**config.mk**
```make
export PLATFORM = sky130hd
export DESIGN_NAME = led_fade_pwm_flat
export DESIGN_NICKNAME = d
export VERILOG_FILES = /design/src/rtl/led_fade_pwm_if.sv /design/src/rtl/led_fade_pwm.sv /design/src/flat_wrapper.sv
export SDC_FILE = /design/constraint.sdc
export NUM_CORES = 1
export LEC_CHECK = 0
export CORE_MARGIN = 5
export CORE_UTILIZATION = 45
export CTS_CLUSTER_DIAMETER = 50
export DETAILED_ROUTE_END_ITERATION = 16
export PLACE_DENSITY_LB_ADDON = 0.1
export SETUP_SLACK_MARGIN = 0.5
export SLEW_MARGIN = 0
export SYNTH_ARGS = -nofsm -noshare
export SYNTH_HDL_FRONTEND = slang
export SYNTH_SLANG_ARGS = --single-unit
```
**constraint.sdc**
```tcl
create_clock -name sys_clk -period 2.45 [get_ports sys_clk]
set_clock_uncertainty 0.1 [all_clocks]
set_input_delay 0.3675 -clock sys_clk [delete_from_list [all_inputs] [get_ports sys_clk]]
set_output_delay 0.3675 -clock sys_clk [all_outputs]
set_load 0.01 [all_outputs]
```
**src/rtl/led_fade_pwm_if.sv**
```systemverilog
// led_fade_pwm_if: pattern/mode inputs and LED drive output of the LED fader stage.
interface led_fade_pwm_if;
  logic [3:0] led_in;
  logic       fade_en;
  logic [3:0] led_out;
  modport master (output led_in, fade_en, input led_out);
  modport slave (input led_in, fade_en, output led_out);
endinterface

```
**src/rtl/led_fade_pwm.sv**
```systemverilog
// led_fade_pwm: comet-trail LED fader; each LED jumps to full brightness while lit and
// then decays, rendered by per-channel PWM over a shared free-running period counter.
// Optional build macro LED_FADE_GAMMA_EN selects a square-law brightness-to-duty map.
module led_fade_pwm #(
  parameter int PWM_BITS   = 8,
  parameter int DECAY_DIV  = 50000,
  parameter int DECAY_STEP = 8
) (
  input logic          sys_clk,
  input logic          sys_rst_n,
  led_fade_pwm_if.slave bus
);
  localparam int DW = $clog2(DECAY_DIV);
  localparam logic [PWM_BITS-1:0] MAX   = '1;
  localparam logic [PWM_BITS-1:0] LAST  = MAX - PWM_BITS'(1);
  localparam logic [PWM_BITS-1:0] STEP  = PWM_BITS'(DECAY_STEP);
  localparam logic [DW-1:0]       DLAST = DW'(DECAY_DIV - 1);

  logic [PWM_BITS-1:0] pwm_cnt;
  logic [DW-1:0]       decay_cnt;
  logic [PWM_BITS-1:0] bright [4];
  logic [PWM_BITS-1:0] duty [4];
  logic                decay_tick;
  logic                boundary;
  logic [3:0]          pwm_vec;

  function automatic logic [PWM_BITS-1:0] map_b(input logic [PWM_BITS-1:0] b);
`ifdef LED_FADE_GAMMA_EN
    logic [2*PWM_BITS-1:0] sq;
    sq = {{PWM_BITS{1'b0}}, b} * {{PWM_BITS{1'b0}}, b};
    return (b == MAX) ? MAX : sq[2*PWM_BITS-1:PWM_BITS];
`else
    return b;
`endif
  endfunction

  assign decay_tick = decay_cnt == DLAST;
  assign boundary   = pwm_cnt == LAST;

  // Free-running PWM period counter and independent decay prescaler
  always_ff @(posedge sys_clk or negedge sys_rst_n)
    if (!sys_rst_n) begin
      pwm_cnt   <= '0;
      decay_cnt <= '0;
    end else begin
      pwm_cnt   <= boundary ? '0 : pwm_cnt + PWM_BITS'(1);
      decay_cnt <= decay_tick ? '0 : decay_cnt + DW'(1);
    end

  // Brightness: a lit input beats decay; decay saturates at zero; duty is latched only at the
  // period boundary so a PWM period never changes width mid-way
  always_ff @(posedge sys_clk or negedge sys_rst_n)
    if (!sys_rst_n) begin
      for (int i = 0; i < 4; i++) begin
        bright[i] <= '0;
        duty[i]   <= '0;
      end
    end else begin
      for (int i = 0; i < 4; i++) begin
        bright[i] <= bus.led_in[i] ? MAX :
                     decay_tick ? ((bright[i] >= STEP) ? bright[i] - STEP : '0) : bright[i];
        if (boundary) duty[i] <= map_b(bright[i]);
      end
    end

  // PWM compare: high for the first duty cycles of each period
  always_comb begin
    pwm_vec = '0;
    for (int i = 0; i < 4; i++) pwm_vec[i] = pwm_cnt < duty[i];
  end

  // Registered LED drive: PWM in fade mode, one-cycle-delayed pattern in bypass
  always_ff @(posedge sys_clk or negedge sys_rst_n)
    if (!sys_rst_n) bus.led_out <= '0;
    else bus.led_out <= bus.fade_en ? pwm_vec : bus.led_in;
endmodule

```
**src/flat_wrapper.sv**
```systemverilog
// flat-port wrapper written by rule: the top's interface ports become plain ports
module led_fade_pwm_flat 
#(
  parameter int PWM_BITS   = 8,
  parameter int DECAY_DIV  = 50000,
  parameter int DECAY_STEP = 8
)
  (sys_clk, sys_rst_n, bus_led_in, bus_fade_en, bus_led_out);
  led_fade_pwm_if bus_i ();
  input logic sys_clk;
  input logic sys_rst_n;
  input wire logic [$bits(bus_i.led_in)-1:0] bus_led_in;
  input wire logic [$bits(bus_i.fade_en)-1:0] bus_fade_en;
  output wire logic [$bits(bus_i.led_out)-1:0] bus_led_out;
  assign bus_i.led_in = bus_led_in;
  assign bus_i.fade_en = bus_fade_en;
  assign bus_led_out = bus_i.led_out;
  led_fade_pwm #(.PWM_BITS(PWM_BITS), .DECAY_DIV(DECAY_DIV), .DECAY_STEP(DECAY_STEP)) u_core (.sys_clk(sys_clk), .sys_rst_n(sys_rst_n), .bus(bus_i));
endmodule
```
### After elaboration in Yosys (flattened, before gate mapping)

Cells that the tools add are included.

| cells by class | value |
|---|---|
| add/sub/neg operators | 6 |
| multiply operators | 0 |
| divide/modulo/power cells | 0 |
| magnitude comparators | 8 |
| equal/unequal tests | 2 |
| shift-type cells | 0 |
| muxes and demuxes | 15 |
| bitwise logic cells | 0 |
| reduce and logical (&&, ||, !) cells | 4 |

Operator list:

| cell | number |
|---|---|
| $mux 8 | 13 |
| $ge 8x4->1 const B | 4 |
| $lt 8x8->1 | 4 |
| $sub 8x4->8 const B | 4 |
| $add 16x1->16 const B | 1 |
| $eq 16x16->1 const B | 1 |
| $mux 16 | 1 |
| $add 8x1->8 const B | 1 |
| $eq 8x8->1 const B | 1 |
| $reduce_bool 2->1 | 4 |
| $mux 4 | 1 |

| storage, ports and cells | value |
|---|---|
| register bits after elaboration | 92 |
| bits in latches | 0 |
| memory bits (writable) | 0 |
| bits in read-only memories | 0 |
| bits of input ports | 7 |
| output and inout bits | 4 |
| logic and storage cells | 46 |
| memories | 0 |

### Longest topological paths before layout

Gate-level depths: netlist of run 1.

| depth | value |
|---|---|
| depth after elaboration | 4 |
| mapped depth | 8 |
| depth with buffers taken out | 6 |

### Least setup slack after synthesis of run 1

OpenSTA, ideal clock, no wires.

| timing path | value |
|---|---|
| kind | register to register |
| from | reg u_core.decay_cnt[0] |
| to | reg u_core.bright[7] (netlist bit) |
| library setup time | 0.131 ns |
| arrival | 1.506 ns |
| required time | 2.219 ns |
| slack | 0.713 ns |
| stages on the path, launching flop included | 7 |
| buffers on the path | 1 |
| period minus slack after synthesis | 1.737 ns |
| cell sequence | dfrtp_1 ha_1 nand3_1 and4b_1 buf_6 a31oi_1 or3_1 |

| on the way | value |
|---|---|
| longest elaborated chain between the ends | 2 |

RTL lines:

| element | RTL line | text |
|---|---|---|
| start, declared | led_fade_pwm.sv:20 | `logic [DW-1:0] decay_cnt;` |
| start signal, assigned | led_fade_pwm.sv:47 | `decay_cnt <= decay_tick ? '0 : decay_cnt + DW'(1);` |
| $eq 16x16->1 | led_fade_pwm.sv:37 | `assign decay_tick = decay_cnt == DLAST;` |
| $reduce_bool 2->1 (no source line) | - |  |
| end signal, assigned by index | led_fade_pwm.sv:60 | `bright[i] <= bus.led_in[i] ? MAX :` |
| end, declared | led_fade_pwm.sv:21 | `logic [PWM_BITS-1:0] bright [4];` |

No other way between the ends.
A chain may end at the register's enable or synchronous reset.

### Worst setup path in the final report of run 1

| timing path | value |
|---|---|
| from | reg u_core.decay_cnt[1] |
| to | reg u_core.bright[7] (netlist bit) |

Same word-level chain as after synthesis.

==> impl_metrics.json, run 1 <==
{
  "antenna_found_initial": 0,
  "pre_cts_slack_ns": 0.501,
  "rsz0062_at_grt": "no",
  "cts_tree": "done",
  "pin_count": 11,
  "clk_pin_slew_ns": 0.08,
  "coreArea_um2": 8760,
  "grt_max_degree": 40,
  "rows": 34,
  "worst_path_largest_cell_delay_ns": 0.38,
  "r2r_cells": 6,
  "finalSetupViolCount": 0,
  "vias": 2962,
  "whs_path_depth": 1,
  "leakage_nw": 2.09,
  "crit_required_ns": 2.58,
  "fin_nets": 473,
  "grt_usage_pct": 15.6,
  "dr.first_iter.drc_count": 106,
  "antenna_cells": 0,
  "drv_slew": 0,
  "numCtsBuffers": 9,
  "vias_per_cell": 5.46,
  "start_util_pct": 46.5,
  "synth-seq-cells": 76,
  "critPathLaunchType": "register",
  "timing.max_cap.violations": 0,
  "synth.distinct_cells": 41,
  "drive_above_1_share_pct": 9.91,
  "grt_pass1_vias": 2910,
  "cts_root_buf": "clkbuf_8",
  "cts_htree_levels": 3,
  "ctsLongestPathBuffers": 2,
  "die_height_um": 105,
  "place_congestion": 0.796,
  "port_buffers": 10,
  "dp.cells": 525,
  "period_share_pct": 75.4,
  "nFillCells": 800,
  "grt-ovfl-total": 0,
  "cp_cell_sequence": "ha_2, nand3_2, and4b_2, buf_12, a31oi_1, or3_1",
  "hpwlAfterDp_um": 5720,
  "fin_ws_ns": 0.602,
  "slowest_stage": "dfrtp_1",
  "tightest_slew_ns": 0.555,
  "period_minus_slack_ns": 1.85,
  "drtAntennaViolNets": 0,
  "syn_inst": 415,
  "avgRoutedWirePerCell_um": 15.0,
  "critPathMaxFanout": 15,
  "syn_area_um2": 4080,
  "crit_buf_inv": 1,
  "final_cell_mix": "dfrtp_1 (75), inv_1 (45), ha_1 (34)",
  "timing.fmax_ghz": 0.541,
  "final_cells": 542,
  "syn_area_per_cell_um2": 9.83,
  "firstDrtPassIters": 4,
  "cp-end-kind": "register",
  "p_per_area_nw_per_um2": 518,
  "p_total_mw": 2.39,
  "hold_violations": 0,
  "cp.arrival_ns": 1.98,
  "final_common_cell": "dfrtp_1",
  "crit_family": "simple AND/OR/NAND/NOR gates",
  "ir_worst_vdd_mv": 0.227,
  "die_area_um2": 11100,
  "hold_path.class": "register to register",
  "yosys_warnings": 0,
  "yosysSeqAreaShare_pct": 46.6,
  "async_flop_share_pct": 100,
  "route.detailed.drc": 0,
  "fin_tns_setup_ns": 0,
  "synth_flop_cell": "dfrtp_1",
  "synth_edf_count": 0,
  "die_w_um": 105,
  "insertion_delay_ns": 0.35,
  "outcome": "completed",
  "totalWireLength_um": 8110,
  "grt_first_pass_wirelength_um": 14100,
  "max-slew-margin-rel_pct": 62.6,
  "path_class": "register to register",
  "crit_cells": 6,
  "area_growth_pct": 12.9,
  "synth_nets": 457,
  "clock-sinks": 76
}
==> flip-flops by register name, indices dropped and copies added, names as in the netlist <==
signal / cells
u_core.decay_cnt: 16
u_core.pwm_cnt: 8
u_core.duty: 24
u_core.bus.led_out: 4
u_core.bright: 24
==> per-stage QoR <==
step / hold slack, ns / cell area (µm²) / util, %
after floorplan: -0.0281 / 4080 / -
after global placement: 0.235 / 4320 / 49.3
after detailed placement: 0.248 / 4320 / 49.3
after CTS: 0.383 / 4580 / 52.2
after global routing: 0.405 / 4600 / 52.5
final: 0.381 / 4600 / 52.5
==> routing by layer <==
| layer | vias up | part of all wire, % | GRT usage (%) |
|---|---|---|---|
| met3 | 15 | 3.1 | 3.02 |
| met2 | 43 | 46 | 23.6 |
| met1 | 1422 | 49 | 22.0 |
| met5 | - | 0 | 0 |
| li1 | 1482 | - | - |
| met4 | 0 | 2.3 | 6.03 |
==> worst register-to-register path: stages, from the launching register on <==
cell     delay, ns
dfrtp_1       0.38
ha_2          0.22
nand3_2       0.10
and4b_2       0.35
buf_12        0.16
a31oi_1       0.08
or3_1         0.34
==> worst paths after layout <==
| kind | start | end | slack (ns) |
|---|---|---|---|
| min in group asynchronous | sys_rst_n | u_core.pwm_cnt[0]$_DFF_PN0_ | 0.39 |
| max in group asynchronous | sys_rst_n | u_core.bright[27]$_DFFE_PN0P_ | 1.28 |
| worst max-delay path | u_core.decay_cnt[1]$_DFF_PN0_ | u_core.bright[7]$_DFFE_PN0P_ | 0.60 |
| worst max register to register | u_core.decay_cnt[1]$_DFF_PN0_ | u_core.bright[7]$_DFFE_PN0P_ | 0.60 |
| worst min-delay path | u_core.bright[1]$_DFFE_PN0P_ | u_core.bright[1]$_DFFE_PN0P_ | 0.38 |
| worst min register to register | u_core.bright[1]$_DFFE_PN0P_ | u_core.bright[1]$_DFFE_PN0P_ | 0.38 |
==> power by group <==
part | internal, mW | total, mW | switching, mW
combinational | 0.0297 | 0.0745 | 0.0449
clock | 0.593 | 1.05 | 0.462
sequential | 1.26 | 1.26 | 0.000701
==> kinds of logic (layout without fill, tap and decap cells) <==
| logic type | after synthesis | count (layout) | share of synthesized area (%) |
|---|---|---|---|
| flops | 76 | 76 | 46.6 |
| buf+inv | 58 | 77 | 5.71 |
| simple gates | 130 | 130 | 16.4 |
| mux | 10 | 10 | 2.73 |
| xor+xnor | 18 | 18 | 3.87 |
| fa+ha+maj | 35 | 35 | 10.7 |
| compound gates | 88 | 88 | 13.9 |
==> Yosys cell counts (8+ instances only) <==
library cell	instances	area share (%)
a21oi_1	19	2.3
and3_1	11	1.7
a31oi_1	10	1.5
nor3_1	14	1.7
inv_1	45	4.1
nand2_1	32	2.9
o21ai_0	24	2.9
a211o_1	8	1.7
a21o_1	8	1.5
mux2_2	9	2.5
nand3_1	12	1.5
nor2_1	28	2.6
ha_1	35	11
dfrtp_1	76	47
xnor2_1	8	1.7
xor2_1	10	2.1
==> cell type report <==
class                           instances  area, µm²  share of cell area [%]
Timing Repair Buffer                   18        223                    4.84
Clock inverter                          4       73.8                    1.60
Sequential cell                        76       1900                    41.3
Multi-Input combinational cell        281       1960                    42.6
Inverter                               45        169                    3.67
Tap cell                              108        135                    2.94
Clock buffer                           10        138                    2.99
==> timing repair <==
action,in CTS,in global routing
setup endpoints to repair,3,3
gates cloned,1,0
hold endpoints to repair,31,0
setup buffers,0,1
hold buffers,1,0
resized for setup,1,4
No activity file was read; power rests on OpenSTA's default activity.
==> run 2, diff against run 1 <==
==> constraint.sdc (replaced) <==
create_clock -name sys_clk -period 1.89 [get_ports sys_clk]
set_clock_uncertainty 0.1 [all_clocks]
set_input_delay 0.2835 -clock sys_clk [delete_from_list [all_inputs] [get_ports sys_clk]]
set_output_delay 0.2835 -clock sys_clk [all_outputs]
set_load 0.01 [all_outputs]
==> run 2 against run 1 <==
Critical path depth is 1 lower; fmax down 0.97%; setup slack worse by 0.58 ns; routed wire length increased by 33%; flip-flop and latch count did not move; via count increased by 15%; combinational power rose by 41%; utilization increased by 16 points; largest cell class unchanged.
==> impl_metrics.json, run 2 (synthesis results as in run 1) <==
{
  "rsz0062_at_grt": "yes",
  "timing.fmax_ghz": 0.536,
  "port_buffers": 10,
  "r2r-start": "u_core.decay_cnt[11]$_DFF_PN0_",
  "drtAntennaViolNets": 0,
  "p_per_area_nw_per_um2": 500,
  "reg_top3": "u_core.bright: 24 flops, u_core.duty: 24 flops, u_core.decay_cnt: 16 flops",
  "start_util_pct": 46.5,
  "antenna_cells": 0,
  "routed-wl-met2_um": 5650,
  "seqPwrFrac_pct": 54.6,
  "grt_first_pass_wirelength_um": 17300,
  "ir_worst_vdd_mv": 0.317,
  "ctsLongestPathBuffers": 2,
  "grt_usage_pct": 19.4,
  "final_common_cell": "dfrtp_1",
  "critPathLaunchType": "register",
  "coreArea_um2": 8760,
  "cp-end-kind": "register",
  "netSwitchingPower_mw": 0.699,
  "dr_wl_met3_um": 236,
  "die_area_um2": 11100,
  "totalWireLength_um": 10800,
  "place_area_um2": 4530,
  "r2r_cells": 5,
  "area_growth_pct": 46.4,
  "vias_per_cell": 5.58,
  "pin_count": 11,
  "nFillCells": 641,
  "slowest_stage": "dfrtp_1",
  "crit_start": "u_core.decay_cnt[11]$_DFF_PN0_",
  "place_congestion": 0.821,
  "grt_pass1_vias": 3500,
  "period_share_pct": 98.8,
  "tightest_slew_ns": 0.471,
  "final_cell_mix": "dfrtp_1 (69), inv_1 (44), buf_4 (35)",
  "grt_max_degree": 35,
  "max-slew-margin-rel_pct": 68.6,
  "cts_htree_levels": 3,
  "dr.first_iter.drc_count": 90,
  "die_w_um": 105,
  "hold_path.class": "primary input to async pin",
  "timing.max_cap.violations": 0,
  "hold_violations": 0,
  "firstDrtPassIters": 4,
  "clk_pin_slew_ns": 0.09,
  "dp.cells": 547,
  "critPathMaxFanout": 6,
  "pwr-share-clk_pct": 41.9,
  "period_minus_slack_ns": 1.87,
  "clock-sinks": 76,
  "crit_required_ns": 2.03,
  "fin_nets": 539,
  "drv_slew": 0,
  "final_cells": 610,
  "p_total_mw": 2.98,
  "power.internal_mw": 2.29,
  "grt-ovfl-total": 0,
  "insertion_delay_ns": 0.36,
  "cts_tree": "done",
  "final_area_um2": 5970,
  "leakage_nw": 2.59,
  "die_height_um": 105,
  "drive_above_1_share_pct": 41.6,
  "cp.arrival_ns": 2.01,
  "cp_cell_sequence": "nor4b_2, and4b_2, buf_12, a31oi_1, or3_1",
  "path_class": "register to register",
  "hpwlAfterDp_um": 5840,
  "rows": 34,
  "numCtsBuffers": 9,
  "final_core_util_pct": 68.1,
  "top_layer": "met4",
  "avgRoutedWirePerCell_um": 17.7,
  "met1Wirelength_um": 4630,
  "antenna_found_initial": 0,
  "sw_frac_of_total_pct": 23.4,
  "pre_cts_slack_ns": 0.0771,
  "fin_ws_ns": 0.0235,
  "finalSetupViolCount": 0,
  "vias": 3405,
  "route.detailed.drc": 0,
  "combinationalPowerShare_pct": 3.5,
  "cts_root_buf": "clkbuf_8",
  "worst_path_largest_cell_delay_ns": 0.40,
  "outcome": "completed"
}
==> run 2: changes by cell type in the layout (fill, tap and decap cells not counted), moves of 9 or more <==
| cell | delta |
|---|---|
| nor2_1 | -9 |
| ha_4 | +16 |
| buf_6 | +23 |
| buf_4 | +31 |
| nand2_1 | -18 |
| nand2_4 | +10 |
| o21ai_0 | -19 |
| nor3_1 | -10 |
| o21ai_1 | +9 |
| ha_1 | -15 |
| o21ai_2 | +10 |
==> run 2: path summary, 6_finish.rpt <==
check | end | slack, ns
max | u_core.bright[7]$_DFFE_PN0P_ | 0.02
min | u_core.pwm_cnt[6]$_DFF_PN0_ | 0.33
max reg2reg | u_core.bright[7]$_DFFE_PN0P_ | 0.02
min reg2reg | u_core.bright[17]$_DFFE_PN0P_ | 0.39
max in group asynchronous | u_core.decay_cnt[4]$_DFF_PN0_ | 0.79
min in group sys_clk | u_core.bright[17]$_DFFE_PN0P_ | 0.39
==> run 2: power groups by stage <==
stage	Clock (mW)	Sequential, mW	Combinational (mW)
4_1_cts	1.27	1.63	0.105
2_1_floorplan	0	1.67	0.0259
3_5_place_dp	0	1.66	0.104
3_3_place_gp	0	1.66	0.104
5_1_grt	1.34	1.63	0.118
6_report	1.25	1.63	0.105
==> run 2: layer usage <==
| metal | GRT usage, % | vias up |
|---|---|---|
| met5 | 0 | - |
| met4 | 7.03 | 0 |
| met3 | 3.33 | 22 |
| met2 | 33.6 | 41 |
| met1 | 24.2 | 1714 |
| li1 | - | 1628 |
==> run 2: worst max-delay path: cells and delay by family, from the launching register on <==
family	cells	cell delay, ns
AND/OR/NAND/NOR	3	1.04
flip-flops	1	0.40
buffers and inverters	1	0.14
AO/OA/AOI/OAI	1	0.06
==> run 2: timing repair <==
item / CTS / global route
endpoints found under the hold margin: 30 / 0
gates cloned: 8 / 0
setup buffers: 29 / 9
resized for setup: 94 / 79
setup endpoints to repair: 75 / 76
hold buffers: 1 / 0
pin swaps: 44 / 40
==> run 2: per-stage QoR <==
| step | hold WS, ns | TNS, ns |
|---|---|---|
| 6_report | 0.325 | 0 |
| 5_1_grt | 0.370 | -0.164 |
| 4_1_cts | 0.331 | 0 |
| 3_5_place_dp | 0.170 | 0 |
| 3_3_place_gp | 0.174 | 0 |
| 2_1_floorplan | -0.112 | 0 |
==> run 2: final cells by class <==
cell class              count  area [µm²]  area share [%]
inverters                  45         171            2.87
repair buffers             84         967            16.2
clock inverters             5        61.3            1.03
clock buffers              11         131            2.20
multi-input cells         281        2590            43.5
flip-flops and latches     76        1910            32.0
well taps                 108         135            2.26
